`src/rtl/floating_point_divider_pkg.sv`:
```
// Shared definitions for the floating-point arithmetic blocks: divider FSM states,
// derived width constants and constructors for the special encodings.
package floating_point_divider_pkg;

    typedef enum logic [1:0] {StIdle, StDivide, StRound, StDone} div_state_e;

    // Constructors return a wide vector; callers size-cast to their own format width.
    localparam int unsigned MaxWidth = 64;

    function automatic int unsigned q_bits(input int unsigned mw);
        return mw + 3;
    endfunction

    function automatic int unsigned exp_bias(input int unsigned ew);
        return (32'd1 << (ew - 1)) - 32'd1;
    endfunction

    function automatic logic [MaxWidth-1:0] inf_value(input logic sign, input int unsigned ew,
                                                      input int unsigned mw);
        logic [MaxWidth-1:0] r;
        r = ((MaxWidth'(1) << ew) - MaxWidth'(1)) << mw;
        return r | (MaxWidth'(sign) << (ew + mw));
    endfunction

    function automatic logic [MaxWidth-1:0] qnan_value(input int unsigned ew,
                                                       input int unsigned mw);
        return inf_value(1'b1, ew, mw) | (MaxWidth'(1) << (mw - 1));
    endfunction

    function automatic logic [MaxWidth-1:0] zero_value(input logic sign, input int unsigned ew,
                                                       input int unsigned mw);
        return MaxWidth'(sign) << (ew + mw);
    endfunction

endpackage

```
`src/rtl/fp_mantissa_div_step.sv`:
```
// One restoring-division iteration: conditional subtract, then shift the remainder.
module fp_mantissa_div_step #(
    parameter int unsigned Width = 25
) (
    input  logic [Width-1:0] rem_i,
    input  logic [Width-1:0] divisor_i,
    output logic             q_bit_o,
    output logic [Width-1:0] rem_o
);
    logic [Width-1:0] rem_sub;

    assign q_bit_o = (rem_i >= divisor_i);
    assign rem_sub = q_bit_o ? (rem_i - divisor_i) : rem_i;
    assign rem_o   = rem_sub << 1;
endmodule

```
`src/rtl/is_special_float.sv`:
```
// Classifies the magnitude part {exp, frac} of a float; exponent 0 counts as zero.
module is_special_float #(
    parameter int unsigned ExpWidth  = 8,
    parameter int unsigned MantWidth = 23
) (
    input  logic [ExpWidth+MantWidth-1:0] operand_i,
    output logic                          is_zero_o,
    output logic                          is_inf_o,
    output logic                          is_nan_o,
    output logic                          is_snan_o
);
    logic [ExpWidth-1:0]  exp_field;
    logic [MantWidth-1:0] frac_field;

    assign exp_field  = operand_i[ExpWidth+MantWidth-1:MantWidth];
    assign frac_field = operand_i[MantWidth-1:0];

    assign is_zero_o = (exp_field == '0);
    assign is_inf_o  = (&exp_field) && (frac_field == '0);
    assign is_nan_o  = (&exp_field) && (frac_field != '0);
    assign is_snan_o = is_nan_o && !frac_field[MantWidth-1];
endmodule

```
`src/rtl/result_rounder.sv`:
```
// Rounds {exp, mant} using trailing rounding bits; flags a carry into the all-ones exponent.
module result_rounder #(
    parameter int unsigned ExpWidth       = 8,
    parameter int unsigned MantWidth      = 23,
    parameter int unsigned RoundWidth     = 24,
    parameter bit          RoundToNearest = 1'b1
) (
    input  logic [ExpWidth-1:0]   exp_i,
    input  logic [MantWidth-1:0]  mant_i,
    input  logic [RoundWidth-1:0] round_bits_i,
    output logic [ExpWidth-1:0]   exp_o,
    output logic [MantWidth-1:0]  mant_o,
    output logic                  overflow_o
);
    logic round_up;

    // Ties go to the even mantissa.
    assign round_up = RoundToNearest ?
        (round_bits_i[RoundWidth-1] && ((round_bits_i[RoundWidth-2:0] != '0) || mant_i[0])) :
        1'b0;

    assign {exp_o, mant_o} = {exp_i, mant_i} + (ExpWidth + MantWidth)'(round_up);
    assign overflow_o      = &exp_o;
endmodule

```
`src/rtl/floating_point_divider.sv`:
```
// Iterative restoring floating-point divider, one quotient bit per clock, with
// valid/ready handshakes on operands and result.
module floating_point_divider
    import floating_point_divider_pkg::*;
#(
    parameter int unsigned EXPONENT_WIDTH   = 8,
    parameter int unsigned MANTISSA_WIDTH   = 23,
    parameter bit          ROUND_TO_NEAREST = 1'b1
) (
    input  logic                                    clk,
    input  logic                                    rst,
    input  logic                                    in_valid,
    output logic                                    in_ready,
    input  logic [EXPONENT_WIDTH+MANTISSA_WIDTH:0]  a,
    input  logic [EXPONENT_WIDTH+MANTISSA_WIDTH:0]  b,
    output logic                                    out_valid,
    input  logic                                    out_ready,
    output logic [EXPONENT_WIDTH+MANTISSA_WIDTH:0]  out,
    output logic                                    underflow_flag,
    output logic                                    overflow_flag,
    output logic                                    invalid_operation_flag,
    output logic                                    divide_by_zero_flag
);
    localparam int unsigned EW    = EXPONENT_WIDTH;
    localparam int unsigned MW    = MANTISSA_WIDTH;
    localparam int unsigned W     = EW + MW + 1;
    localparam int unsigned QBits = q_bits(MW);
    localparam int unsigned RemW  = MW + 2;
    localparam int unsigned CntW  = $clog2(QBits);
    localparam logic signed [EW+1:0] BiasS   = (EW + 2)'(exp_bias(EW));
    localparam logic signed [EW+1:0] ExpMax  = (EW + 2)'(2 * exp_bias(EW) + 1);
    localparam logic signed [EW+1:0] ExpZero = '0;
    localparam logic signed [EW+1:0] ExpOne  = (EW + 2)'(1);

    div_state_e              state_q;
    logic                    sign_q;
    logic [RemW-1:0]         rem_q, div_q;
    logic [QBits-1:0]        quo_q;
    logic signed [EW+1:0]    exp_q;
    logic [CntW-1:0]         cnt_q;
    logic                    out_valid_q, unf_q, ovf_q, inv_q, dbz_q;
    logic [W-1:0]            out_q;

    logic a_zero, a_inf, a_nan, a_snan, b_zero, b_inf, b_nan, b_snan;
    logic res_sign, spec_hit, spec_inv, spec_dbz;
    logic [W-1:0] spec_out;

    is_special_float #(.ExpWidth(EW), .MantWidth(MW)) u_class_a (
        .operand_i (a[W-2:0]),
        .is_zero_o (a_zero),
        .is_inf_o  (a_inf),
        .is_nan_o  (a_nan),
        .is_snan_o (a_snan)
    );

    is_special_float #(.ExpWidth(EW), .MantWidth(MW)) u_class_b (
        .operand_i (b[W-2:0]),
        .is_zero_o (b_zero),
        .is_inf_o  (b_inf),
        .is_nan_o  (b_nan),
        .is_snan_o (b_snan)
    );

    assign res_sign = a[W-1] ^ b[W-1];

    // inf/0 is checked before x/0 so it yields infinity without divide-by-zero.
    always_comb begin
        spec_hit = 1'b1;
        spec_inv = 1'b0;
        spec_dbz = 1'b0;
        spec_out = '0;
        if (a_nan || b_nan) begin
            spec_out = W'(qnan_value(EW, MW));
            spec_inv = a_snan || b_snan;
        end else if ((a_zero && b_zero) || (a_inf && b_inf)) begin
            spec_out = W'(qnan_value(EW, MW));
            spec_inv = 1'b1;
        end else if (a_inf) begin
            spec_out = W'(inf_value(res_sign, EW, MW));
        end else if (b_zero) begin
            spec_out = W'(inf_value(res_sign, EW, MW));
            spec_dbz = 1'b1;
        end else if (b_inf || a_zero) begin
            spec_out = W'(zero_value(res_sign, EW, MW));
        end else begin
            spec_hit = 1'b0;
        end
    end

    logic            q_bit;
    logic [RemW-1:0] rem_step;

    fp_mantissa_div_step #(.Width(RemW)) u_step (
        .rem_i     (rem_q),
        .divisor_i (div_q),
        .q_bit_o   (q_bit),
        .rem_o     (rem_step)
    );

    logic [QBits-2:0]     q_frac;
    logic signed [EW+1:0] e_norm;
    logic [MW:0]          rnd_bits;
    logic [EW-1:0]        rnd_exp;
    logic [MW-1:0]        rnd_mant;
    logic                 rnd_ovf;

    // Quotient lies in (0.5, 2); a zero integer bit means one normalising shift.
    always_comb begin
        if (quo_q[QBits-1]) begin
            q_frac = quo_q[QBits-2:0];
            e_norm = exp_q;
        end else begin
            q_frac = {quo_q[QBits-3:0], 1'b0};
            e_norm = exp_q - ExpOne;
        end
    end

    assign rnd_bits = {q_frac[1], q_frac[0] | (|rem_q), {(MW - 1){1'b0}}};

    result_rounder #(
        .ExpWidth       (EW),
        .MantWidth      (MW),
        .RoundWidth     (MW + 1),
        .RoundToNearest (ROUND_TO_NEAREST)
    ) u_rounder (
        .exp_i        (e_norm[EW-1:0]),
        .mant_i       (q_frac[QBits-2:2]),
        .round_bits_i (rnd_bits),
        .exp_o        (rnd_exp),
        .mant_o       (rnd_mant),
        .overflow_o   (rnd_ovf)
    );

    always_ff @(posedge clk) begin
        if (rst) begin
            state_q     <= StIdle;
            out_valid_q <= 1'b0;
            out_q       <= '0;
            {unf_q, ovf_q, inv_q, dbz_q} <= '0;
        end else begin
            unique case (state_q)
                StIdle: if (in_valid) begin
                    sign_q <= res_sign;
                    if (spec_hit) begin
                        out_q       <= spec_out;
                        {unf_q, ovf_q, inv_q, dbz_q} <= {2'b00, spec_inv, spec_dbz};
                        out_valid_q <= 1'b1;
                        state_q     <= StDone;
                    end else begin
                        rem_q   <= {2'b01, a[MW-1:0]};
                        div_q   <= {2'b01, b[MW-1:0]};
                        exp_q   <= $signed({2'b00, a[W-2:MW]}) - $signed({2'b00, b[W-2:MW]})
                                   + BiasS;
                        quo_q   <= '0;
                        cnt_q   <= CntW'(QBits - 1);
                        state_q <= StDivide;
                    end
                end
                StDivide: begin
                    quo_q <= {quo_q[QBits-2:0], q_bit};
                    rem_q <= rem_step;
                    cnt_q <= cnt_q - 1'b1;
                    if (cnt_q == '0) state_q <= StRound;
                end
                StRound: begin
                    {unf_q, ovf_q, inv_q, dbz_q} <= '0;
                    if (e_norm >= ExpMax) begin
                        out_q <= W'(inf_value(sign_q, EW, MW));
                        ovf_q <= 1'b1;
                    end else if (e_norm <= ExpZero) begin
                        out_q <= W'(zero_value(sign_q, EW, MW));
                        unf_q <= 1'b1;
                    end else if (rnd_ovf) begin
                        out_q <= W'(inf_value(sign_q, EW, MW));
                        ovf_q <= 1'b1;
                    end else begin
                        out_q <= {sign_q, rnd_exp, rnd_mant};
                    end
                    out_valid_q <= 1'b1;
                    state_q     <= StDone;
                end
                StDone: if (out_ready) begin
                    out_valid_q <= 1'b0;
                    state_q     <= StIdle;
                end
                default: state_q <= StIdle;
            endcase
        end
    end

    assign in_ready               = (state_q == StIdle) && !rst;
    assign out_valid              = out_valid_q;
    assign out                    = out_q;
    assign underflow_flag         = unf_q;
    assign overflow_flag          = ovf_q;
    assign invalid_operation_flag = inv_q;
    assign divide_by_zero_flag    = dbz_q;
endmodule

```
`config.mk`:
```
export PLATFORM = sky130hd
export DESIGN_NAME = floating_point_divider
export DESIGN_NICKNAME = d
export VERILOG_FILES = /design/src/rtl/floating_point_divider_pkg.sv /design/src/rtl/fp_mantissa_div_step.sv /design/src/rtl/is_special_float.sv /design/src/rtl/result_rounder.sv /design/src/rtl/floating_point_divider.sv
export SDC_FILE = /design/constraint.sdc
export NUM_CORES = 1
export LEC_CHECK = 0
export BUFFER_PORTS_ARGS = -buffer_cell sky130_fd_sc_hd__buf_2
export CAP_MARGIN = 10
export CORE_MARGIN = 1.5
export CORE_UTILIZATION = 32
export CTS_BUF_LIST = sky130_fd_sc_hd__clkbuf_4
export DETAILED_ROUTE_END_ITERATION = 12
export GPL_TIMING_DRIVEN = 0
export REMOVE_ABC_BUFFERS = 1
export SLEW_MARGIN = 20
export SYNTH_ARGS = -nofsm -noshare
export SYNTH_HDL_FRONTEND = slang
export SYNTH_SLANG_ARGS = --single-unit
```
`constraint.sdc`:
```
create_clock -name clk -period 6.75 [get_ports clk]
set_input_delay 0.675 -clock clk [delete_from_list [all_inputs] [get_ports clk]]
set_output_delay 0.675 -clock clk [all_outputs]
set_load 0.01 [all_outputs]
```
Word-level counts from Yosys, hierarchy flattened:

Index checks and enable logic that the tools add are counted.

* reductions and logical operators: 39
* magnitude comparators: 3
* add/sub/neg operators: 6
* bitwise operators: 4
* muxes and demuxes: 58
* equality and inequality tests: 8

Operators by type and width (count)
* $mux 32: 7
* $mux 31: 3
* $mux 25: 3
* $pmux 32 s2: 1
* $mux 26: 2
* $pmux 26 s2: 1
* $pmux 25 s2: 1
* $logic_not 23->1: 2
* $reduce_bool 23->1: 2
* $add 31x1->31: 1
* $ge 25x24->1: 1
* $mux 1: 25
* $reduce_or 25->1: 1
* $mux 24: 1
* $reduce_and 8->1: 3
* $sub 24x24->24: 1
* $logic_not 8->1: 2
* $reduce_and 4->1: 3
* $add 9x8->10 const B: 1
* $ge 10x9->1 const B: 1
* $le 10x1->1 const B: 1
* $logic_and 1x1->1: 10
* $mux 10: 1
* $mux 5: 2
* other kinds (21): 42

* output and inout port bits: 38
* bits of input ports: 68
* flip-flop bits (word level): 129
* word-level logic and storage cells: 131

Logic depth before layout (Yosys ltp):

* depth in word-level cells: 11
* gate-level depth with buffers: 18
* gate-level depth less buffers: 12

By module:

A second synthesis with hierarchy kept.

* cells, all modules: 860
* area total of the unflattened synthesis: 8858.5 sq um

Modules (own cells, without submodules)
* floating_point_divider: instances 1, cells each 511, sequential area each 3483.3 sq um, area an instance 6189.7 sq um
* fp_mantissa_div_step: instances 1, cells each 223, sequential area each 0.0 sq um, area an instance 1730.4 sq um
* result_rounder: instances 1, cells each 90, sequential area each 0.0 sq um, area an instance 685.7 sq um
* is_special_float: instances 2, cells each 18, sequential area each 0.0 sq um, area an instance 126.4 sq um

Worst setup path after synthesis:

OpenSTA, ideal clock, no wires.

* path kind: in2reg
* from: input a[29]
* to: register cnt_q[0] (enable)
* library setup time: 488 ps
* setup slack: 2203 ps
* required time: 6262 ps
* buffers on the path: 1
* data arrival time: 4059 ps
* stages: 7
* cell sequence: nand4_1 or2_2 clkbuf_1 nand4_1 inv_1 nand3_1 a21oi_1

* word-level cells in the longest chain between the ends: 9
* elaborated cells between the ends (all ways): 16
* classes of those cells: eq/ne: 1; mux: 5; reduce/logical: 10

RTL lines
* from (decl): RTL line floating_point_divider.sv:14 `input logic [EXPONENT_WIDTH+MANTISSA_WIDTH:0] a,`
* $logic_not 8->1: RTL line is_special_float.sv:18 `assign is_zero_o = (exp_field == '0);`
* $logic_or 1x1->1: RTL line floating_point_divider.sv:83 `end else if (b_inf || a_zero) begin`
* $mux 1: RTL line floating_point_divider.sv:83
* $mux 1: RTL line floating_point_divider.sv:80 `end else if (b_zero) begin`
* $mux 1: RTL line floating_point_divider.sv:78 `end else if (a_inf) begin`
* $mux 1: RTL line floating_point_divider.sv:75 `end else if ((a_zero && b_zero) || (a_inf && b_inf)) begin`
* $mux 1 (*): RTL line floating_point_divider.sv:72 `if (a_nan || b_nan) begin`
* $ne 2x2->1 (no source line) (*)
* $reduce_and 4->1 (no source line) (*)
* to (signal assigned): RTL line floating_point_divider.sv:155 `cnt_q <= CntW'(QBits - 1);`
* to (signal assigned): RTL line floating_point_divider.sv:162 `cnt_q <= cnt_q - 1'b1;`
* to (decl): RTL line floating_point_divider.sv:40 `logic [CntW-1:0] cnt_q;`

Mark *: on every way between the ends. The rest lies on a longest branch, timed or not.
A chain may end at the register's enable or synchronous reset.

Worst setup path in the final report:

* from: register quo_q[25]
* to: register out_q[1] (netlist: out[1])

* word-level cells in the longest chain between the ends: 10
* elaborated cells between the ends (all ways): 13
* classes of those cells: add/sub: 1; order compare: 2; mux: 6; bitwise: 1; reduce/logical: 3

RTL lines
* from (decl): RTL line floating_point_divider.sv:38 `logic [QBits-1:0] quo_q;`
* from (signal assigned): RTL line floating_point_divider.sv:160 `quo_q <= {quo_q[QBits-2:0], q_bit};`
* $mux 25: RTL line floating_point_divider.sv:109 `if (quo_q[QBits-1]) begin`
* $or 1x1->1: RTL line floating_point_divider.sv:118 `assign rnd_bits = {q_frac[1], q_frac[0] | (|rem_q), {(MW - 1){1'b0}}};`
* $logic_or 1x1->1: RTL line result_rounder.sv:19 `(round_bits_i[RoundWidth-1] && ((round_bits_i[RoundWidth-2:0] != '0) || mant_i[0])) :`
* $logic_and 1x1->1: RTL line result_rounder.sv:19
* $add 31x1->31: RTL line result_rounder.sv:22 `assign {exp_o, mant_o} = {exp_i, mant_i} + (ExpWidth + MantWidth)'(round_up);`
* $reduce_and 8->1: RTL line result_rounder.sv:23 `assign overflow_o = &exp_o;`
* $mux 31: RTL line floating_point_divider.sv:173 `end else if (rnd_ovf) begin`
* $mux 31: RTL line floating_point_divider.sv:170 `end else if (e_norm <= ExpZero) begin`
* $mux 31 (*): RTL line floating_point_divider.sv:167 `if (e_norm >= ExpMax) begin`
* $pmux 32 s2 (*): RTL line floating_point_divider.sv:141 `unique case (state_q)`
* to (signal assigned): RTL line floating_point_divider.sv:168 `out_q <= W'(inf_value(sign_q, EW, MW));`
* to (signal assigned): RTL line floating_point_divider.sv:171 `out_q <= W'(zero_value(sign_q, EW, MW));`
* to (signal assigned): RTL line floating_point_divider.sv:174 `out_q <= W'(inf_value(sign_q, EW, MW));`
* to (decl): RTL line floating_point_divider.sv:42 `logic [W-1:0] out_q;`

Marked as above.

==> impl_summary.txt <==
----------------------------------------------------
[Synth]
  Number of synthesized register bits ... around 130
  Share of flip-flops with an asynchronous set or reset ... 0%
  Synth top area cells ... sky130_fd_sc_hd__edfxtp_1, sky130_fd_sc_hd__dfxtp_1, sky130_fd_sc_hd__ha_1, sky130_fd_sc_hd__xnor2_1, sky130_fd_sc_hd__mux2i_1
  Avg Cell Area, Syn ... between 9 and 10 sq um
  Count of flip-flops with a built-in enable after synthesis ... 90
  Top_reg_cell synth ... sky130_fd_sc_hd__edfxtp_1
  Yosys top cell area share ... 31.1%
  Combined area of all synthesized cells ... a little under 0.009 sq mm
  Synthesized instance count ... 921
  Count of synthesis-stage warnings from yosys ... 0
  Proportion of synthesized chip area in sequential cells ... around 40%
  Cell taking the most area after synthesis ... sky130_fd_sc_hd__edfxtp_1
  Synth unique cells ... 80

[GRT]
  Wire length of the first global-routing pass ... roughly 36000 um
  Overflow after GRT ... 0
  Largest net degree at the start of global routing ... 72
  Initial antenna violation count ... 1
  Number of global-route vias before repair ... approximately 6800
  Global-route usage over all layers ... 15.8%

[Job]
  Number of maximum-capacitance violations ... 0

[Floorplan]
  Width of the chip ... 168 um
  Die Footprint ... roughly 0.028 sq mm
  Initial core utilization ... between 30 and 40%
  I/O Pins ... ~110
  Overall die height ... between 150 and 200 um
  Std-Cell Rows ... 60
  Standard cell core area ... approximately 0.027 sq mm

[STA]
  Setup repair after global routing missed its margin ... no
  Pin slew with the least headroom to its limit ... slightly above 1 ns
  Total setup violations reported at the end of the flow ... 0
  Period utilisation layout ... a little over three fifths
  Maximum clock frequency ... roughly 0.24 GHz
  Final worst hold slack ... 0.293 ns
  Pins over their slew limit ... 0
  Final critical-path required period ... ~4.2 ns
  Setup clock skew after layout ... around 0.026 ns
  Final Hold Vio Count ... 0
  Relative slew margins ... roughly a third

[Placement]
  Final RePlAce weighted congestion ... roughly 0.85
  HPWL Detailed ... roughly 17000 um
  Cell area reported after detailed placement ... slightly below 0.01 sq mm
  Port bufs ... 105

[Setup path]
  Category of the worst setup path capture point ... flip-flop
  Arrival time of data at the critical path endpoint ... roughly 4.8 ns
  Largest driver fanout on the critical path ... 23
  Startpoint of the lowest-slack register-to-register path ... quo_q[25]
  Setup Crit Path Kind ... flip-flop to flip-flop
  Setup crit start ... quo_q[25]
  Type of element launching the critical path ... flip-flop
  Required arrival time at the worst endpoint ... approximately 7.3 ns

[Clock tree]
  Hold Buf Count CTS ... 0
  Root Driver ... sky130_fd_sc_hd__clkbuf_4
  Largest buffer count on any clock path ... 2
  Clock tree from TritonCTS ... built
  Count of buffers added by post-CTS timing repair for setup ... 0
  CTS Sinks ... ~130
  Clk pin slew, worst setup/hold paths ... 0.14 ns
  CTS Buf Count ... 17
  Count of H-tree levels built during CTS ... 4
  Clock latency of the later-clocked register in the worst-skew pair ... around 0.57 ns
  Resized cells post-CTS ... 0

[Finish]
  Sequential cell area in the final layout ... roughly 0.0035 sq mm
  Filler cell count ... roughly 2700
  Finished Cell Area ... 0.00990 sq mm
  Highest-count cells in the layout ignoring fill and taps ... sky130_fd_sc_hd__buf_2, sky130_fd_sc_hd__edfxtp_1, sky130_fd_sc_hd__nand2_1, sky130_fd_sc_hd__nor2_1, sky130_fd_sc_hd__inv_1
  Most common library cell in the layout ignoring fill and taps ... sky130_fd_sc_hd__buf_2
  Core occupancy in the finished layout ... 36.9%
  Fraction of layout cells with a size suffix above 1 ... 17.2%
  Fin nets ... approximately 1100
  Signed area change from the synthesized netlist to the final layout ... 13.8%
  Multi-input combinational cell area ... 0.00478 sq mm

[Power and ir drop]
  Leakage component of the power ... 3.84 nW
  Power density over cell area ... 303 mW/mm^2
  Total power after layout ... between 2 and 3 mW
  Maximum VDD drop ... between 0.15 and 0.2 mV

[Route]
  Initial DRT Pass Iterations ... 5
  DRT Wirelength ... between 20000 and 25000 um
  Detail Route Antenna Nets ... 0
  Number of DRC violations after detailed-routing iteration 0 ... approximately 450
  Avg Vias per Cell ... a little over 5
  Wire length per cell after detailed routing ... about 16 um
  Post-detailed-route DRC marker count ... 0
  Via count ... around 7000

[Worst hold path]
  Class of the worst hold path ... input port to flip-flop
  Hold_sp ... b[17]

[Outcome]
  Result of the run ... complete, no violations

----------------------------------------------------
[through the flow]
step | TNS, ns | setup slack [ns] | std cells
final | 0 | 2.50 | 1363
after global placement | -37.64 | -0.677 | 1319
after floorplan | 0 | 1.82 | 873
after CTS | 0 | 2.50 | 1362
after global routing | 0 | 2.17 | 1363
after detailed placement | 0 | 2.52 | 1330
[sequential cells by signal, indices dropped and copies added (netlist names)]
signal                  cells
cnt_q                       5
div_q                      23
divide_by_zero_flag         1
exp_q                      10
invalid_operation_flag      1
out                        32
out_valid                   1
overflow_flag               1
quo_q                      26
rem_q                      25
sign_q                      1
state_q                     2
underflow_flag              1
[critical path: stages, from the launching register on]
cell                       delay (ns)
sky130_fd_sc_hd__edfxtp_1        0.58
sky130_fd_sc_hd__nand2b_1        0.30
sky130_fd_sc_hd__a21boi_0        0.21
sky130_fd_sc_hd__ha_1            0.24
sky130_fd_sc_hd__nand3_1         0.16
sky130_fd_sc_hd__nor4_1          0.79
sky130_fd_sc_hd__nand3_1         0.31
sky130_fd_sc_hd__nor3_2          0.21
sky130_fd_sc_hd__xnor2_1         0.10
sky130_fd_sc_hd__and4_4          0.20
sky130_fd_sc_hd__nor3b_4         0.82
sky130_fd_sc_hd__a22o_1          0.26
[logic make-up after synthesis]
| logic type | count (synthesis) | share of synthesized area [%] |
|---|---|---|
| AOI/OAI and AO/OA | 192 | 14.9 |
| xor gates and xnor gates | 83 | 8.36 |
| adders and majority gates | 42 | 6.21 |
| buffers and inverters | 108 | 5.42 |
| DFF | 129 | 40.1 |
| muxes | 38 | 4.59 |
| and+or+nand+nor | 329 | 20.4 |
[Yosys cell counts (4+ instances only)]
library cell / number
sky130_fd_sc_hd__nor3_1: 20
sky130_fd_sc_hd__nand2b_1: 6
sky130_fd_sc_hd__buf_2: 7
sky130_fd_sc_hd__o211ai_1: 5
sky130_fd_sc_hd__buf_6: 4
sky130_fd_sc_hd__o31ai_1: 6
sky130_fd_sc_hd__a22o_1: 22
sky130_fd_sc_hd__nand4_1: 22
sky130_fd_sc_hd__nor4_1: 28
sky130_fd_sc_hd__and3_1: 11
sky130_fd_sc_hd__or4_1: 4
sky130_fd_sc_hd__a2bb2oi_1: 5
sky130_fd_sc_hd__clkbuf_1: 31
sky130_fd_sc_hd__and2_1: 25
sky130_fd_sc_hd__inv_1: 60
sky130_fd_sc_hd__o311ai_0: 5
sky130_fd_sc_hd__a211oi_1: 6
sky130_fd_sc_hd__dfxtp_1: 39
sky130_fd_sc_hd__o21a_1: 6
sky130_fd_sc_hd__o21ai_0: 36
sky130_fd_sc_hd__or3_1: 7
sky130_fd_sc_hd__xnor2_1: 51
sky130_fd_sc_hd__a31oi_1: 13
sky130_fd_sc_hd__mux2i_1: 32
sky130_fd_sc_hd__nor2b_1: 12
sky130_fd_sc_hd__a21boi_0: 4
sky130_fd_sc_hd__a21oi_1: 52
sky130_fd_sc_hd__nand2_1: 70
sky130_fd_sc_hd__ha_1: 40
sky130_fd_sc_hd__nor2_1: 65
sky130_fd_sc_hd__mux2_2: 5
sky130_fd_sc_hd__a21o_1: 8
sky130_fd_sc_hd__edfxtp_1: 90
sky130_fd_sc_hd__nor3b_1: 5
sky130_fd_sc_hd__buf_1: 4
sky130_fd_sc_hd__nand3_1: 27
sky130_fd_sc_hd__xor2_1: 32
[final timing paths]
path	to	slack (ns)	cells after the start
setup / recovery	out[1]	2.50	11
hold / removal	div_q[17]	0.29	1
setup reg to reg	out[1]	2.50	11
hold reg to reg	out[21]	0.49	1
[report_power, final]
| part | switching [mW] | internal (mW) |
|---|---|---|
| combinational | 0.723 | 0.534 |
| sequential | 0.137 | 1.04 |
| clock | 0.338 | 0.225 |
| total | 1.20 | 1.80 |
[metal layers]
layer | GRT usage (%) | vias up | wire length (um)
met5 | 0 | - | 0
met4 | 4.39 | 0 | 281
met3 | 3.22 | 22 | 1010
met2 | 25.3 | 157 | 9800
met1 | 21.5 | 3338 | 10700
li1 | - | 3558 | -
[layout make-up]
| cell class | instances | area share (%) |
|---|---|---|
| Inverter | 60 | 2.28 |
| Clock buffer | 17 | 1.29 |
| Timing Repair Buffer | 116 | 7.09 |
| Antenna cell | 1 | 0.0253 |
| Sequential cell | 129 | 35.2 |
| Multi-Input combinational cell | 684 | 48.3 |
| Clock inverter | 15 | 1.54 |
| Tap cell | 341 | 4.31 |
Note: power is estimated with default switching activity, not from simulation.
